`config.mk`:
```
export PLATFORM = sky130hd
export DESIGN_NAME = reg_operand_stage_flat
export DESIGN_NICKNAME = d
export VERILOG_FILES = /design/src/rtl/reg_operand_stage_if.sv /design/src/rtl/reg_operand_stage.sv /design/src/flat_wrapper.sv
export SDC_FILE = /design/constraint.sdc
export NUM_CORES = 2
export LEC_CHECK = 0
export CORE_ASPECT_RATIO = 0.8
export CORE_MARGIN = 8
export CORE_UTILIZATION = 45
export CTS_BUF_LIST = sky130_fd_sc_hd__clkbuf_8
export CTS_CLUSTER_DIAMETER = 80
export DETAILED_ROUTE_END_ITERATION = 6
export PLACE_DENSITY_LB_ADDON = 0.15
export SYNTH_ARGS = -nofsm -noshare
export SYNTH_HDL_FRONTEND = slang
export SYNTH_SLANG_ARGS = --single-unit
```
`constraint.sdc`:
```
create_clock -name clk -period 2.4 [get_ports clk]
set_clock_uncertainty 0.1 [all_clocks]
set_input_delay 0.48 -clock clk [delete_from_list [all_inputs] [get_ports clk]]
set_output_delay 0.48 -clock clk [all_outputs]
set_load 0.05 [all_outputs]
```
`src/rtl/reg_operand_stage_if.sv`:
```
// Operand-stage bus: request side from decode, result side to the ALU,
// and the writeback path that loops ALU results back into the register file.
// The stage itself uses the slave modport; the driver of the stage uses master.
interface reg_operand_stage_if #(
   parameter int WIDTH      = 32,
   parameter int ADDR_WIDTH = 5
);
   logic                  id_valid;
   logic                  id_ready;
   logic [ADDR_WIDTH-1:0] AD1;
   logic [ADDR_WIDTH-1:0] AD2;
   logic [WIDTH-1:0]      ImmOp;
   logic                  ALUsrc;
   logic [2:0]            ALUctrl_in;
   logic                  flush;
   logic                  WE3;
   logic [ADDR_WIDTH-1:0] AD3;
   logic [WIDTH-1:0]      WD3;
   logic                  ex_valid;
   logic                  ex_ready;
   logic [WIDTH-1:0]      ALUop1;
   logic [WIDTH-1:0]      ALUop2;
   logic [2:0]            ALUctrl;
   logic [WIDTH-1:0]      a0;

   modport master (
      output id_valid, AD1, AD2, ImmOp, ALUsrc, ALUctrl_in, flush,
      output WE3, AD3, WD3, ex_ready,
      input  id_ready, ex_valid, ALUop1, ALUop2, ALUctrl, a0
   );

   modport slave (
      input  id_valid, AD1, AD2, ImmOp, ALUsrc, ALUctrl_in, flush,
      input  WE3, AD3, WD3, ex_ready,
      output id_ready, ex_valid, ALUop1, ALUop2, ALUctrl, a0
   );
endinterface

```
`src/rtl/reg_operand_stage.sv`:
```
// Register file plus a one-entry operand register feeding the ALU.
// Reads rs1/rs2 combinationally, picks immediate or rs2 for operand 2 and
// holds the operand pair behind a valid/ready handshake.
// Optional macro REGFILE_BYPASS_EN: when defined, a read of the register being
// written this cycle returns the write data instead of the old contents.
module reg_operand_stage #(
   parameter int WIDTH      = 32,
   parameter int ADDR_WIDTH = 5
) (
   input logic             clk,
   input logic             rst_n,
   reg_operand_stage_if.slave bus
);
   localparam int NUM_REGS = 2 ** ADDR_WIDTH;
   localparam int A0_IDX   = 10;

   logic [WIDTH-1:0] regs_q [NUM_REGS];
   logic [WIDTH-1:0] regs_d [NUM_REGS];

   logic             ex_valid_q, ex_valid_d;
   logic [WIDTH-1:0] alu_op1_q, alu_op1_d;
   logic [WIDTH-1:0] alu_op2_q, alu_op2_d;
   logic [2:0]       alu_ctrl_q, alu_ctrl_d;

   logic             wr_en;
   logic [WIDTH-1:0] rd1;
   logic [WIDTH-1:0] rd2;
   logic [WIDTH-1:0] op2_sel;
   logic             id_ready;
   logic             accept;

   assign wr_en    = bus.WE3 && (bus.AD3 != '0);
   assign id_ready = !ex_valid_q || bus.ex_ready;
   assign accept   = bus.id_valid && id_ready && !bus.flush;
   assign op2_sel  = bus.ALUsrc ? bus.ImmOp : rd2;

   // Next register-file contents: a single write port, register 0 never written
   always_comb begin
      regs_d = regs_q;
      if (wr_en) begin
         regs_d[bus.AD3] = bus.WD3;
      end
   end

   // Combinational read ports, register 0 hardwired to zero
   always_comb begin
      rd1 = '0;
      rd2 = '0;
`ifdef REGFILE_BYPASS_EN
      if (bus.AD1 != '0) begin
         rd1 = (wr_en && (bus.AD3 == bus.AD1)) ? bus.WD3 : regs_q[bus.AD1];
      end
      if (bus.AD2 != '0) begin
         rd2 = (wr_en && (bus.AD3 == bus.AD2)) ? bus.WD3 : regs_q[bus.AD2];
      end
`else
      if (bus.AD1 != '0) begin
         rd1 = regs_q[bus.AD1];
      end
      if (bus.AD2 != '0) begin
         rd2 = regs_q[bus.AD2];
      end
`endif
   end

   // Operand register: flush wins, then capture on accept, then drain on ready
   always_comb begin
      ex_valid_d = ex_valid_q;
      alu_op1_d  = alu_op1_q;
      alu_op2_d  = alu_op2_q;
      alu_ctrl_d = alu_ctrl_q;
      if (bus.flush) begin
         ex_valid_d = 1'b0;
      end else if (accept) begin
         ex_valid_d = 1'b1;
         alu_op1_d  = rd1;
         alu_op2_d  = op2_sel;
         alu_ctrl_d = bus.ALUctrl_in;
      end else if (bus.ex_ready) begin
         ex_valid_d = 1'b0;
      end
   end

   // Register file state, cleared asynchronously
   always_ff @(posedge clk or negedge rst_n) begin
      if (!rst_n) begin
         for (int i = 0; i < NUM_REGS; i++) begin
            regs_q[i] <= '0;
         end
      end else begin
         regs_q <= regs_d;
      end
   end

   // Operand pipeline register state, cleared asynchronously
   always_ff @(posedge clk or negedge rst_n) begin
      if (!rst_n) begin
         ex_valid_q <= 1'b0;
         alu_op1_q  <= '0;
         alu_op2_q  <= '0;
         alu_ctrl_q <= '0;
      end else begin
         ex_valid_q <= ex_valid_d;
         alu_op1_q  <= alu_op1_d;
         alu_op2_q  <= alu_op2_d;
         alu_ctrl_q <= alu_ctrl_d;
      end
   end

   assign bus.id_ready = id_ready;
   assign bus.ex_valid = ex_valid_q;
   assign bus.ALUop1   = alu_op1_q;
   assign bus.ALUop2   = alu_op2_q;
   assign bus.ALUctrl  = alu_ctrl_q;
   assign bus.a0       = regs_q[A0_IDX];
endmodule

```
`src/flat_wrapper.sv`:
```
// flat-port wrapper written by rule: the top's interface ports become plain ports
module reg_operand_stage_flat 
#(
   parameter int WIDTH      = 32,
   parameter int ADDR_WIDTH = 5
)
  (clk, rst_n, bus_id_valid, bus_AD1, bus_AD2, bus_ImmOp, bus_ALUsrc, bus_ALUctrl_in, bus_flush, bus_WE3, bus_AD3, bus_WD3, bus_ex_ready, bus_id_ready, bus_ex_valid, bus_ALUop1, bus_ALUop2, bus_ALUctrl, bus_a0);
  reg_operand_stage_if #(.WIDTH(WIDTH), .ADDR_WIDTH(ADDR_WIDTH)) bus_i ();
  input logic clk;
  input logic rst_n;
  input wire logic [$bits(bus_i.id_valid)-1:0] bus_id_valid;
  input wire logic [$bits(bus_i.AD1)-1:0] bus_AD1;
  input wire logic [$bits(bus_i.AD2)-1:0] bus_AD2;
  input wire logic [$bits(bus_i.ImmOp)-1:0] bus_ImmOp;
  input wire logic [$bits(bus_i.ALUsrc)-1:0] bus_ALUsrc;
  input wire logic [$bits(bus_i.ALUctrl_in)-1:0] bus_ALUctrl_in;
  input wire logic [$bits(bus_i.flush)-1:0] bus_flush;
  input wire logic [$bits(bus_i.WE3)-1:0] bus_WE3;
  input wire logic [$bits(bus_i.AD3)-1:0] bus_AD3;
  input wire logic [$bits(bus_i.WD3)-1:0] bus_WD3;
  input wire logic [$bits(bus_i.ex_ready)-1:0] bus_ex_ready;
  output wire logic [$bits(bus_i.id_ready)-1:0] bus_id_ready;
  output wire logic [$bits(bus_i.ex_valid)-1:0] bus_ex_valid;
  output wire logic [$bits(bus_i.ALUop1)-1:0] bus_ALUop1;
  output wire logic [$bits(bus_i.ALUop2)-1:0] bus_ALUop2;
  output wire logic [$bits(bus_i.ALUctrl)-1:0] bus_ALUctrl;
  output wire logic [$bits(bus_i.a0)-1:0] bus_a0;
  assign bus_i.id_valid = bus_id_valid;
  assign bus_i.AD1 = bus_AD1;
  assign bus_i.AD2 = bus_AD2;
  assign bus_i.ImmOp = bus_ImmOp;
  assign bus_i.ALUsrc = bus_ALUsrc;
  assign bus_i.ALUctrl_in = bus_ALUctrl_in;
  assign bus_i.flush = bus_flush;
  assign bus_i.WE3 = bus_WE3;
  assign bus_i.AD3 = bus_AD3;
  assign bus_i.WD3 = bus_WD3;
  assign bus_i.ex_ready = bus_ex_ready;
  assign bus_id_ready = bus_i.id_ready;
  assign bus_ex_valid = bus_i.ex_valid;
  assign bus_ALUop1 = bus_i.ALUop1;
  assign bus_ALUop2 = bus_i.ALUop2;
  assign bus_ALUctrl = bus_i.ALUctrl;
  assign bus_a0 = bus_i.a0;
  reg_operand_stage #(.WIDTH(WIDTH), .ADDR_WIDTH(ADDR_WIDTH)) u_core (.clk(clk), .rst_n(rst_n), .bus(bus_i));
endmodule
```
; Word level (Yosys, flattened, before mapping)
; Cells that the tools add are included.
[op_classes]
addsub = 0
multipliers = 0
div = 0
n_lt_le_gt_ge = 4
eq_ne = 0
shift = 0
muxes = 15
n_bitwise = 4
reduce_logical = 12
[ops]
columns = operator, count
row1 = $bwmux W1024, 1
row2 = $bmux W32 S5, 2
row3 = $mux W32, 8
row4 = $demux W32 S5, 1
row5 = $ge A6 B6 Y1 const B, 3
row6 = $not A5 Y6, 3
row7 = $reduce_bool A5 Y1, 3
row8 = $lt A6 B1 Y1 const B, 1
row9 = $logic_and A1 B1 Y1, 4
row10 = $mux W1, 3
row11 = $reduce_bool A3 Y1, 1
row12 = $logic_not A1 Y1, 2
row13 = $reduce_and A2 Y1, 1
row14 = $logic_or A1 B1 Y1, 1
row15 = $not A1 Y1, 1
[totals]
reg_bits = 1092
latch_bits = 0
ramBits = 0
romBits = 0
in_bits = 89
mem_count = 0

; Logic depth before layout (Yosys ltp)
[depth]
depth_word = 6
ltp_mapped = 9
ltp_nobuf = 6

; Worst setup path before layout
; OpenSTA, ideal clock, no wires.
[synth_timing]
path_kind = reg2reg
start = register u_core.ex_valid_q (netlist: u_core.bus.ex_valid)
end = register u_core.alu_op1_q[0] (netlist: u_core.bus.ALUop1[0])
setup_ps = 65
t_arrival_ps = 2294
required_time_ps = 2235
setup_slack_ps = -59
path_stages_with_launch = 9
period_less_slack_ps = 2459
path_cell_list = dfrtp_1 nor2b_1 inv_1 and2_1 clkbuf_1 o41ai_2 clkbuf_1 nor4_1 a21o_1
[synth_via]
elab_chain_len = 5
[synth_lines]
columns = item, line
row1 = start: declaration, reg_operand_stage.sv:20  ; logic ex_valid_q, ex_valid_d;
row2 = start signal: assignment, reg_operand_stage.sv:103  ; ex_valid_q <= ex_valid_d;
row3 = $logic_not A1 Y1, reg_operand_stage.sv:33  ; assign id_ready = !ex_valid_q || bus.ex_ready;
row4 = $logic_or A1 B1 Y1, reg_operand_stage.sv:33
row5 = named net bus_id_ready, flat_wrapper.sv:22  ; output wire logic [$bits(bus_i.id_ready)-1:0] bus_id_ready;
row6 = $logic_and A1 B1 Y1 (2 in a row), reg_operand_stage.sv:34  ; assign accept = bus.id_valid && id_ready && !bus.flush;
row7 = $reduce_and A2 Y1 (no source line), --
row8 = end signal: assignment, reg_operand_stage.sv:104  ; alu_op1_q <= alu_op1_d;
row9 = end: declaration, reg_operand_stage.sv:21  ; logic [WIDTH-1:0] alu_op1_q, alu_op1_d;
; The timed path passes the listed nets, and every way through them passes these cells.
; A chain may end at the register's enable or synchronous reset.

; Worst setup path after layout
[layout_timing]
start = register u_core.alu_op2_q[13] (netlist: u_core.bus.ALUop2[13])
end = output port bus_ALUop2[13]
[layout_lines]
columns = item, line
row1 = start: declaration, reg_operand_stage.sv:22  ; logic [WIDTH-1:0] alu_op2_q, alu_op2_d;
row2 = start signal: assignment, reg_operand_stage.sv:105  ; alu_op2_q <= alu_op2_d;
row3 = end: declaration, flat_wrapper.sv:25  ; output wire logic [$bits(bus_i.ALUop2)-1:0] bus_ALUop2;
; No word-level cell between the ends.

==> reports/results.tsv <==
stage	metric	value	unit
outcome	status	complete, no violations	
global_route	met3 Track Usage GR	5.21	%
worst_hold_path	Hold Path Depth	2	
detailed_routing	First DRT Iteration DRCs	3262	
critical_path	CP endpoint kind	output port	
clock_network	CTS Buffer Depth	3	
sta	worst-margin pin slew	1.01	ns
worst_hold_path	min-delay src	bus_ALUctrl_in[1]	
synthesis	register area share after synthesis	47.5	%
critical_path	flop-to-flop setup slack	0.25	ns
detailed_routing	DRT Pass-1 Iters	5	
sta	final count of hold timing violations	0	
sta	# setup viols final	0	
critical_path	critical path type	register to output port	
synthesis	Post-Synth Simple-Gate Area	2.85	%
synthesis	synthesized area per cell	14.6	µm²
placed_design	hpwl dp	122000	µm
synthesis	Syn Std Cell Area	0.0575	mm²
detailed_routing	Via Count	37900	
critical_path	Worst Path Arrival	1.73	ns
synthesis	largest family of logic cells by synthesized area	multiplexers	
synthesis	synth top area cells	dfrtp_1 48%, mux2_2 20%, mux4_2 18%, mux2i_1 2.8%, clkbuf_1 1.8%	
floorplan	die width	416	µm
floorplan	core box area	0.127	mm²
power_and_ir_drop	Clk pwr share	31.4	%
synthesis	Synth Area in Compound Gates	4.16	%
detailed_routing	post-DR wirelength/cell	30.1	µm
global_route	largest net degree at the start of global routing	80	
floorplan	DIE AREA	0.140	mm²
global_route	first-pass GRT wire length	273000	µm
clock_network	Clock Latency Late Sink	0.90	ns
clock_network	CTS buffer count	182	
detailed_routing	Antenna Nets Post-Route	0	
worst_hold_path	min-delay worst type	input pin to register	
sta	Fin Hold WS	0.122	ns
power_and_ir_drop	Lkg Pwr	30.1	nW
global_route	GRT Total Usage	26.1	%
sta	Slew Limit Fails	0	
critical_path	CP max-delay cell	dfrtp_1	
detailed_routing	Post-Route WL	182000	µm
critical_path	reg2reg start	u_core.bus.ex_valid	
synthesis	Post-Synth XOR/XNOR Area	0	%
detailed_routing	# DRC	0	
clock_network	clk sinks	1092	
worst_hold_path	Worst Hold End	u_core.bus.ALUctrl[1]	
synthesis	syn_nets	4031	
synthesis	post-synthesis mux area share	41.7	%
power_and_ir_drop	switching power	0.0159	W
power_and_ir_drop	part of the power in registers	45.5	%
critical_path	delay-heaviest family, CP	flip-flops	
placed_design	Placed Instances	5726	
critical_path	Critical path buffers and inverters	1	
floorplan	Die Y	336	µm
floorplan	initial core utilization	45.2	%
floorplan	number of I/O pins	190	
synthesis	Yosys warning total	0	
detailed_routing	Via-to-Cell Ratio	6.27	
global_route	number of global-route vias before repair	39200	
synthesis	Cell variety after synth	34	
clock_network	CTS tree	built	
power_and_ir_drop	Combinational Power Share	23.0	%
clock_network	Reg clk slew, reported paths	0.06	ns
global_route	total global routing overflow	0	
sta	post-layout min period	2.31	ns
sta	ratio of final minimum period to clock period	96.3	%
synthesis	top_reg_cell synth	dfrtp_1	
critical_path	R2R depth	7	
cells_and_area	share of cells above drive strength 1	51.9	%
global_route	met2 Use GR	40.6	%
power_and_ir_drop	Int Pwr	0.0381	W
synthesis	EDFF count, synth	0	
global_route	GR peak layer	met2	
critical_path	Crit Path Max Fanout	2	
global_route	antenna violations before repair	4	
critical_path	Levels on crit path	1	
sta	slew margin rel.	32.4	%
critical_path	worst path cell trace	clkdlybuf4s15_2	
clock_network	H-tree levels	4	
run	Maximum Capacitance Violations	0	
placed_design	global placement routability congestion	0.822	
synthesis	Post-synth ARST share	100	%
sta	FMAX	432	MHz
power_and_ir_drop	pwr dens	791	mW/mm²
synthesis	synthesized-area fraction occupied by adder cells	0	%
placed_design	IO buf count	189	
synthesis	Gate Count Post-Synth	3942	
synthesis	#FFs+latches synth	1092	
clock_network	Root Driver	clkbuf_8	
synthesis	area leader, netlist	dfrtp_1	
global_route	met1 GRT Util	37.3	%
floorplan	# rows	117	
cells_and_area	Area Overhead vs Synth	18.8	%
critical_path	required arrival time at the worst endpoint	1.82	ns
synthesis	Yosys top cell area share	47.5	%
critical_path	crit start category	register	
cells_and_area	Final nets	4336	
power_and_ir_drop	maximum VDD drop	0.589	mV
power_and_ir_drop	Switching Share	29.5	%
critical_path	critical path's largest stage delay	0.43	ns
critical_path	RR Endpoint	u_core.bus.ALUop1[9]	
cells_and_area	Cell Count, Final, Fillers Out	6053	
flip-flops by register name, summed over array words and instances (netlist names):
register and flops:
u_core.bus.ex_valid 1, u_core.bus.a0 32, u_core.bus.ALUctrl 3, u_core.bus.ALUop2 32, u_core.bus.ALUop1 32, u_core.regs_q 992
worst max path at each step:
stage,from,to,slack [ns]
finish,u_core.bus.ALUop2[13],bus_ALUop2[13],0.09
global route,u_core.bus.ALUctrl[0],bus_ALUctrl[0],-0.004
CTS,u_core.bus.a0[11],bus_a0[11],0.0001
detailed placement,bus_AD3[4],u_core.regs_q[745],-0.64
global placement,bus_WE3,u_core.regs_q[742],-0.70
floorplan,bus_AD2[0],u_core.bus.ALUop2[13],0.08
power by group through the flow:
stage	combinational [W]	clock (W)	sequential, W
after floorplan	0.00850	0	0.0245
after global placement	0.0124	0	0.0247
after detailed placement	0.0126	0	0.0248
after CTS	0.0125	0.0174	0.0245
after global routing	0.0133	0.0182	0.0250
final	0.0124	0.0170	0.0246
kinds of logic after synthesis:
logic type | after synthesis
compound gates | 354
buf+inv | 472
flops | 1092
mux | 1698
simple gates | 326
per-layer routing:
metal  vias to the layer above  share of wire (%)  routed length (µm)
met2                      1331                 46               84200
met4                         0                3.0                5400
li1                      15800                  -                   -
met1                     20500                 44               80600
met5                         -                  0                   0
met3                       315                6.6               12100
through the flow:
stage                     setup TNS [ns]  cell area [µm²]  setup WS [ns]  util, %  total power (W)
final                                  0            68300         0.0876     53.7           0.0540
after global placement           -228.23            64500         -0.697     50.7           0.0371
after floorplan                        0            57500         0.0774        -           0.0330
after CTS                              0            68300       0.000111     53.7           0.0544
after global routing            -0.00400            68300       -0.00400     53.7           0.0566
after detailed placement         -214.74            64500         -0.644     50.7           0.0374
cell usage after synthesis, drive strengths merged, types with 32 or more instances:
| library cell | number |
|---|---|
| a21oi | 96 |
| mux2 | 1089 |
| dfrtp | 1092 |
| nor3 | 35 |
| a22o | 65 |
| a22oi | 32 |
| buf | 197 |
| mux2i | 161 |
| a21o | 32 |
| nor2 | 52 |
| a211oi | 33 |
| mux4 | 448 |
| clkbuf | 274 |
| nand3 | 100 |
| o22ai | 94 |
| nand2 | 49 |
| nor2b | 38 |
repair_timing:
action | 4_1_cts | 5_1_grt
endpoints found under the hold margin | 1103 | 0
setup endpoints to repair | 100 | 1
hold buffers | 4 | 0
buffers inserted | 0 | 0
resized for setup | 316 | 2
layout make-up:
cell class              count  area (µm²)
diodes                      5        12.5
multi-input cells        2378       28200
inverters                   1        3.75
well taps                1666        2080
clock buffers             233        3210
fillers                 10600       58800
clock inverters            86         495
flip-flops and latches   1092       27300
repair buffers            592        6940
placed cells by master, fill, tap and decap left out, types with 4 or more instances in the layout:
| master | instances |
|---|---|
| nor3_1 | 35 |
| mux2i_1 | 161 |
| a211oi_1 | 33 |
| dlygate4sd3_1 | 4 |
| nor3b_1 | 4 |
| clkbuf_8 | 233 |
| o22ai_1 | 94 |
| buf_2 | 13 |
| diode_2 | 5 |
| dfrtp_1 | 1091 |
| a21o_1 | 31 |
| mux4_2 | 448 |
| inv_1 | 56 |
| mux2_2 | 1006 |
| bufinv_16 | 4 |
| a22o_1 | 65 |
| nor2_4 | 17 |
| nor2_1 | 35 |
| buf_12 | 156 |
| nand3_1 | 99 |
| clkinv_2 | 15 |
| nand2_2 | 15 |
| clkdlybuf4s15_2 | 83 |
| buf_8 | 6 |
| nand2_1 | 33 |
| clkinvlp_4 | 7 |
| a22oi_1 | 32 |
| nand3b_1 | 6 |
| clkdlybuf4s50_1 | 78 |
| buf_4 | 247 |
| nor2b_1 | 34 |
| a21oi_1 | 96 |
| nor4_1 | 31 |
| mux2_1 | 83 |
No activity file was read; power rests on OpenSTA's default activity.
